[src/rtl/pia_ctrl_pkg.sv]
// rtl/pia_ctrl_pkg.sv - shared state encoding, register-select codes and chip-select default for pia_ctrl
package pia_ctrl_pkg;

  typedef enum logic [3:0] {
    INIT_CRA0,
    INIT_DDRA,
    INIT_CRA,
    INIT_CRB0,
    INIT_DDRB,
    INIT_CRB,
    IDLE,
    RX_RD,
    TX_WR,
    TX_WAIT,
    TX_CLR
  } state_t;

  localparam logic [1:0] RS_PRA_DDRA = 2'b00;
  localparam logic [1:0] RS_CRA      = 2'b01;
  localparam logic [1:0] RS_PRB_DDRB = 2'b10;
  localparam logic [1:0] RS_CRB      = 2'b11;

  localparam logic [2:0] CS_SEL_DEFAULT = 3'b011;

endpackage

[src/rtl/pia_ctrl_timer.sv]
// rtl/pia_ctrl_timer.sv - cycle counter bounding the wait for the CB1 acknowledge
module pia_ctrl_timer #(
  parameter logic [15:0] TX_TIMEOUT = 16'd1000
) (
  input  logic enable,
  input  logic reset,
  input  logic clear,
  input  logic count,
  output logic expired,
  output logic running
);

  logic [15:0] timer;

  always_ff @(posedge enable) begin
    if (reset || clear) begin
      timer <= 16'd0;
    end else if (count) begin
      timer <= timer + 16'd1;
    end
  end

  // expired flags the TX_TIMEOUT-th counted cycle, so the wait lasts exactly that long
  assign expired = count && (timer == TX_TIMEOUT - 16'd1);
  assign running = (timer != 16'd0);

endmodule

[src/rtl/pia_ctrl.sv]
// rtl/pia_ctrl.sv - 6821 PIA sequencer: init writes, port-A receive stream, port-B transmit with CB1 acknowledge
module pia_ctrl
  import pia_ctrl_pkg::*;
#(
  parameter logic [2:0]  CS_SEL     = CS_SEL_DEFAULT,
  parameter logic [7:0]  CRA_INIT   = 8'h05,
  parameter logic [7:0]  CRB_INIT   = 8'h05,
  parameter logic [7:0]  DDRA_INIT  = 8'h00,
  parameter logic [7:0]  DDRB_INIT  = 8'hFF,
  parameter logic [15:0] TX_TIMEOUT = 16'd1000
) (
  input  logic       enable,
  input  logic       reset,
  output logic [2:0] pia_cs,
  output logic [1:0] pia_rs,
  output logic       pia_rw,
  output logic [7:0] pia_di,
  input  logic [7:0] pia_do,
  input  logic       pia_irqa_n,
  input  logic       pia_irqb_n,
  output logic [7:0] rx_data,
  output logic       rx_valid,
  input  logic       rx_ready,
  input  logic [7:0] tx_data,
  input  logic       tx_valid,
  output logic       tx_ready,
  output logic       init_done,
  output logic       tx_timeout
);

  state_t     state, nxt;
  logic       launched;
  logic       acc, nrw;
  logic [1:0] nrs;
  logic [7:0] ndi;
  logic       rx_sel, tx_fire;
  logic       expired, running;

  assign rx_sel   = (state == IDLE) && !pia_irqa_n && !rx_valid;
  assign tx_ready = (state == IDLE) && init_done && !rx_sel;
  assign tx_fire  = tx_valid && tx_ready;

  pia_ctrl_timer #(.TX_TIMEOUT(TX_TIMEOUT)) u_timer (
    .enable  (enable),
    .reset   (reset),
    .clear   (state != TX_WAIT),
    .count   (state == TX_WAIT),
    .expired (expired),
    .running (running)
  );

  always_comb begin
    nxt = state;
    case (state)
      // first post-reset cycle leaves the bus idle; the CRA clear goes out on the next one
      INIT_CRA0: nxt = launched ? INIT_DDRA : INIT_CRA0;
      INIT_DDRA: nxt = INIT_CRA;
      INIT_CRA:  nxt = INIT_CRB0;
      INIT_CRB0: nxt = INIT_DDRB;
      INIT_DDRB: nxt = INIT_CRB;
      INIT_CRB:  nxt = IDLE;
      IDLE: begin
        if (rx_sel)       nxt = RX_RD;
        else if (tx_fire) nxt = TX_WR;
      end
      RX_RD:   nxt = IDLE;
      TX_WR:   nxt = TX_WAIT;
      TX_WAIT: begin
        if (running && !pia_irqb_n) nxt = TX_CLR;
        else if (expired)           nxt = IDLE;
      end
      TX_CLR:  nxt = IDLE;
      default: nxt = INIT_CRA0;
    endcase

    // bus outputs are registered from the state being entered, so each access owns that state's cycle
    acc = 1'b1;
    nrs = RS_PRA_DDRA;
    nrw = 1'b0;
    ndi = 8'h00;
    case (nxt)
      INIT_CRA0: nrs = RS_CRA;
      INIT_DDRA: ndi = DDRA_INIT;
      INIT_CRA:  begin nrs = RS_CRA;      ndi = CRA_INIT;  end
      INIT_CRB0: nrs = RS_CRB;
      INIT_DDRB: begin nrs = RS_PRB_DDRB; ndi = DDRB_INIT; end
      INIT_CRB:  begin nrs = RS_CRB;      ndi = CRB_INIT;  end
      RX_RD:     nrw = 1'b1;
      TX_WR:     begin nrs = RS_PRB_DDRB; ndi = tx_data;   end
      TX_CLR:    begin nrs = RS_PRB_DDRB; nrw = 1'b1;      end
      default:   begin acc = 1'b0;        nrw = 1'b1;      end
    endcase
  end

  always_ff @(posedge enable) begin
    if (reset) begin
      state      <= INIT_CRA0;
      launched   <= 1'b0;
      pia_cs     <= 3'b000;
      pia_rs     <= 2'b00;
      pia_rw     <= 1'b1;
      pia_di     <= 8'h00;
      rx_data    <= 8'h00;
      rx_valid   <= 1'b0;
      init_done  <= 1'b0;
      tx_timeout <= 1'b0;
    end else begin
      state      <= nxt;
      launched   <= 1'b1;
      pia_cs     <= acc ? CS_SEL : 3'b000;
      pia_rs     <= nrs;
      pia_rw     <= nrw;
      pia_di     <= ndi;
      tx_timeout <= (state == TX_WAIT) && (nxt == IDLE);
      if (nxt == IDLE) init_done <= 1'b1;
      if (state == RX_RD) begin
        rx_data  <= pia_do;
        rx_valid <= 1'b1;
      end else if (rx_valid && rx_ready) begin
        rx_valid <= 1'b0;
      end
    end
  end

endmodule

[config.mk]
export PLATFORM = sky130hd
export DESIGN_NAME = pia_ctrl
export DESIGN_NICKNAME = d
export VERILOG_FILES = /design/src/rtl/pia_ctrl_pkg.sv /design/src/rtl/pia_ctrl_timer.sv /design/src/rtl/pia_ctrl.sv
export SDC_FILE = /design/constraint.sdc
export NUM_CORES = 1
export LEC_CHECK = 0
export ABC_AREA = 1
export ABC_CLOCK_PERIOD_IN_PS = 1600
export CORE_UTILIZATION = 49
export DETAILED_ROUTE_END_ITERATION = 6
export PLACE_DENSITY = 0.83
export SYNTH_ARGS = -nofsm -noshare
export SYNTH_HDL_FRONTEND = slang
export SYNTH_SLANG_ARGS = --single-unit
[constraint.sdc]
create_clock -name enable -period 1.6 [get_ports enable]
set_input_delay 0.16 -clock enable [delete_from_list [all_inputs] [get_ports enable]]
set_output_delay 0.16 -clock enable [all_outputs]
set_load 0.1 [all_outputs]
# Word level (Yosys, flattened, before mapping)
# Cells that the tools add are included.
# totals
in_bits,22
ramBits,0
mem_count,0
latch_bits,0
mem_bits_ro,0
elab_cells,72
regBits,46
out_inout_bits,26
# classes
n_shift,0
order_cmp,0
add_sub_neg,1
mul,0
eq_ne,21
n_div,0
reduce_logical,25
bitwise,0
muxes,14
# op_table
cell,count
$pmux W4 S9,1
$eq A4 B3 Y1 const B,8
$pmux W8 S3,1
$eq A4 B4 Y1 const B,5
$add A16 B1 Y16 const B,1
$eq A16 B10 Y1 const B,1
$eq A4 B2 Y1 const B,4
$mux W4,4
$reduce_bool A16 Y1,1
$logic_and A1 B1 Y1,9
$reduce_or A9 Y1,1
$eq A4 B1 Y1 const B,2
$logic_not A4 Y1,2
$reduce_or A7 Y1,1
$mux W1,6
$pmux W2 S3,1
$reduce_or A2 Y1,3
$reduce_or A3 Y1,2
$logic_not A1 Y1,4
$ne A4 B4 Y1 const B,1
$mux W2,1
$reduce_bool A2 Y1,1
$logic_or A1 B1 Y1,1

# Logic depth before layout (Yosys ltp)
# logic_depth
ltp_word,13
ltp_mapped,13
ltp_nobuf,13

# Modules after synthesis
# A second synthesis with hierarchy kept.
# unflattened
cells_unflattened,310
hier_area_um2,2112.0
# modules_own_cells
module,instances,cells_per_inst,seq_area_each_um2,area_each_um2
pia_ctrl,1,175,560.5,1212.4
pia_ctrl_timer,1,135,320.3,899.6

# Least setup slack after synthesis
# No wires, ideal clock.
# synth_timing
path_type,reg2reg
start,register rx_valid
end,register pia_rs[1]
period_less_slack_ns,2.701
stages_incl_launch_ff,9
t_arrival_ns,2.630
path_slack_ns,-1.101
setup_time_ns,0.071
path_cell_list,dfxtp_1 nor2_1 nor3_4 nand2_2 nand2_1 inv_2 nand2_1 nand3_1 a21oi_1
# synth_via
elab_chain_len,11
# synth_lines
item,line,source
start: declaration,pia_ctrl.sv:22,"output logic rx_valid,"
start signal: assignment,pia_ctrl.sv:104,rx_valid <= 1'b0;
start signal: assignment,pia_ctrl.sv:118,rx_valid <= 1'b1;
start signal: assignment,pia_ctrl.sv:120,rx_valid <= 1'b0;
$logic_not A1 Y1 *,pia_ctrl.sv:39,assign rx_sel = (state == IDLE) && !pia_irqa_n && !rx_valid;
$logic_and A1 B1 Y1 *,pia_ctrl.sv:39,
$logic_not A1 Y1 *,pia_ctrl.sv:40,assign tx_ready = (state == IDLE) && init_done && !rx_sel;
$logic_and A1 B1 Y1 *,pia_ctrl.sv:40,
named net tx_ready,pia_ctrl.sv:26,"output logic tx_ready,"
$logic_and A1 B1 Y1 *,pia_ctrl.sv:41,assign tx_fire = tx_valid && tx_ready;
$mux W4 *,pia_ctrl.sv:64,else if (tx_fire) nxt = TX_WR;
$mux W4 *,pia_ctrl.sv:63,if (rx_sel) nxt = RX_RD;
$pmux W4 S9 *,pia_ctrl.sv:54,case (state)
"$eq A4 B4 Y1, or another cell as far along",pia_ctrl.sv:81,case (nxt)
$reduce_or A3 Y1 (no source line) / $reduce_or A2 Y1 (equally long branches),--,
$pmux W2 S3 *,pia_ctrl.sv:81,
end signal: assignment,pia_ctrl.sv:111,pia_rs <= nrs;
end: declaration,pia_ctrl.sv:15,"output logic [1:0] pia_rs,"
# Mark *: on every way through the listed nets, which the timed path passes. The rest lies on a longest branch.
# A chain may end at the register's enable or synchronous reset.

# Worst setup path in the final report
# layout_timing
start,register u_timer.timer[0]
end,register pia_rw
# layout_via
elab_chain_len,8
# layout_lines
item,line,source
start: declaration,pia_ctrl_timer.sv:13,logic [15:0] timer;
start signal: assignment,pia_ctrl_timer.sv:19,timer <= timer + 16'd1;
$eq A16 B10 Y1,pia_ctrl_timer.sv:24,assign expired = count && (timer == TX_TIMEOUT - 16'd1);
$logic_and A1 B1 Y1,pia_ctrl_timer.sv:24,
$mux W4,pia_ctrl.sv:70,else if (expired) nxt = IDLE;
$mux W4 *,pia_ctrl.sv:69,if (running && !pia_irqb_n) nxt = TX_CLR;
$pmux W4 S9 *,pia_ctrl.sv:54,
"$eq A4 B4 Y1, or another cell as far along",pia_ctrl.sv:81,
$reduce_or A7 Y1 (no source line) *,--,
$mux W1 *,pia_ctrl.sv:81,
end signal: assignment,pia_ctrl.sv:112,pia_rw <= nrw;
end: declaration,pia_ctrl.sv:16,"output logic pia_rw,"
# Mark *: on every way between the ends. The rest lies on a longest branch, timed or not.

==> results_dict.tcl <==
set metrics [dict create \
    synth.avg_cell_area_um2 6.95 \
    fin_ws_ns -0.150 \
    crit_path_end_kind "flip-flop" \
    synthCells 294 \
    fmax_mhz 571 \
    gp_congestion 0.884 \
    fp.coreArea_um2 4000 \
    drcViolationCount 1 \
    die_w_um 66.6 \
    power_density_nw_per_um2 916 \
    r2r_slack_ns -0.15 \
    regArea_um2 912 \
    fin_nets 386 \
    dr.pass1.iters 7 \
    fin_area_um2 3230 \
    port_buffers 46 \
    peakVddDrop_mv 0.576 \
    power_mw 2.95 \
    cts_root_buf "clkbuf_8" \
    die_area_um2 4430 \
    grt_antenna_before_repair 0 \
    grt_use_total_pct 23.8 \
    via_per_inst 5.35 \
    clock_latency_ns 0.30 \
    timing.critical_path.cells "inv_1 -> ha_2 -> nand2_2 -> nor2_2 -> nand2_1 -> nand2_2 -> nand2_2 -> nand2_2 -> nand2_2 -> nand2_1 -> nand2_1 -> nor2_1 -> nor2_1" \
    cts_tree "done" \
    status "finished, violations left" \
    cts_buffer_depth 2 \
    ctsHoldBuffers 0 \
    slowest_stage "dfxtp_4" \
    cap_violations 0 \
    htreeDepth 2 \
    cp_max_fo 3 \
    hold_ws_ns 0.406 \
    cellLeakagePower_nw 1.41 \
    n_antenna_cell 0 \
    fillCellCount 232 \
    syn2layout_area_growth_pct 57.8 \
    die_height_um 66.6 \
    path_class "reg2reg" \
    grt_pass1_vias 1910 \
    max_stage_delay_ns 0.37 \
    setup_tns_ns -0.520 \
    slew_headroom_pct 62.1 \
    final_cell_count_no_fill 413 \
    final_util_pct 80.7 \
    cp-start-kind "flip-flop" \
    layout-drive-gt1-share_pct 33.3 \
    yosysUniqueCellTypes 29 \
    numClockSinks 44 \
    syn_area_um2 2040 \
    drtAntennaViolNets 0 \
    numCtsBuffers 5 \
    place_area_um2 2880 \
    ys_seq_elements 44 \
    multi_input_comb_area_um2 1140 \
    grt_max_degree 17 \
    synth.top_cell.area_share_pct 43.1 \
    vias 2211 \
    worstHoldPathType "in2reg" \
    hold_viol 0 \
    yosysSeqAreaShare_pct 43.1 \
    synthTopCellsByArea "dfxtp_1, nor2_1, nand2_1" \
    rows 23 \
    critPathMostFrequentCell "nand2_2" \
    hpwl_um 3730 \
    fin_crit_ns 1.75 \
    rsz0062_at_grt "true" \
    worst_pin_slew_ns 0.568 \
    path_clk_slew_ns 0.09 \
    cp_data_required_time_ns 1.78 \
    start_util_pct 51.1 \
    io-pin-count 48 \
    dpl.cell_count 393 \
    grt_pass1_wl_um 8020 \
    critPathArrivalTime_ns 1.93 \
    finalMaxSlewViolations 0 \
    fin_crit_sh_pct 109 \
    grt_remaining_overflow 0 \
    violations "design-rule violations, negative setup slack" \
    initialDrtViolationCount 177 \
    syn-num-nets 318 \
    place_ws_ns -0.00233 \
    ys_warn_count 0 \
    setup_violations 11 \
    finClkSkew_ns 0.0136 \
    drt-wirelength-per-cell_um 15.5 \
    drt-total-wl_um 6410 \
    yosysTopAreaCell "dfxtp_1" \
]
-- power by group --
group          leakage [nW]  switching, mW  internal (mW)
sequential            0.364         0.0682           1.15
combinational          1.01          0.683          0.376
clock                0.0399          0.370          0.305
-- critical path: cells and delay by family (launching register included) --
family / cells / cell delay (ns)
AND/OR/NAND/NOR: 11 / 1.03
flip-flops: 1 / 0.37
adder cells (fa/ha/maj): 1 / 0.17
buffers and inverters: 1 / 0.06
-- repair_timing --
| action | 4_1_cts | 5_1_grt |
|---|---|---|
| endpoints found under the hold margin | 0 | 0 |
| setup endpoints to repair | 2 | 14 |
| buffers inserted | 4 | 9 |
| resized for setup | 9 | 50 |
| pin swaps | 2 | 17 |
-- synthesized netlist by cell type, drive strengths merged --
| master | n |
|---|---|
| a21oi | 20 |
| and3 | 1 |
| buf | 2 |
| clkbuf | 3 |
| clkinv | 3 |
| conb | 1 |
| dfxtp | 44 |
| ha | 2 |
| inv | 38 |
| nand2 | 62 |
| nand3 | 17 |
| nand4 | 1 |
| nor2 | 69 |
| nor3 | 9 |
| nor3b | 2 |
| o21ai | 13 |
| or2 | 1 |
| xor2 | 6 |
-- final timing paths --
| check | start | end | cells past startpoint |
|---|---|---|---|
| worst max register to register | u_timer.timer[0] | pia_rw | 13 |
| worst min register to register | u_timer.timer[13] | u_timer.timer[13] | 2 |
| worst max-delay path | u_timer.timer[0] | pia_rw | 13 |
| worst min-delay path | tx_data[0] | pia_di[0] | 3 |
-- placed cells by master (no fill, tap or decap), types with 10 or more instances in the layout --
master and n:
nor2_2 10, clkdlybuf4s50_1 21, dfxtp_1 33, nor2_1 57
a21oi_1 17, buf_4 18, inv_1 29, buf_12 25
o21ai_0 10, nand3_1 11, nand2_2 17, nand2_1 42
-- cell families after synthesis --
group	after synthesis	share of synthesized area (%)
AND/OR/NAND/NOR	162	35.8
buffers and inverters	46	8.87
flip-flops	44	43.1
AO/OA/AOI/OAI	33	8.26
XOR/XNOR	6	2.57
adder cells (fa/ha/maj)	2	1.22
other	1	0.183
-- sequential cells by signal (all words and copies together), names as in the netlist --
name and count:
rx_data 8, pia_cs 1, pia_rs 2, tx_timeout 1
pia_rw 1, u_timer.timer 16, rx_valid 1, launched 1
init_done 1, state 4, pia_di 8
-- per-layer routing --
layer  wire (um)  track usage (%)  part of all wire [%]  vias to the layer above
met1        2550             27.8                    40                     1037
met2        3250             41.4                    51                      111
met4         212             9.04                   3.3                        0
met5           0                0                     0                        -
met3         402             5.82                   6.3                       23
li1            -                -                     -                     1040
-- cell type report --
type	instances	area share (%)
sequential	44	28.3
clock buffer	7	2.37
clock inverter	1	0.116
multi-input combinational	204	35.4
tap	50	1.94
inverter	41	5.00
timing repair buffer	66	26.9
Note: power is estimated with default switching activity, not from simulation.
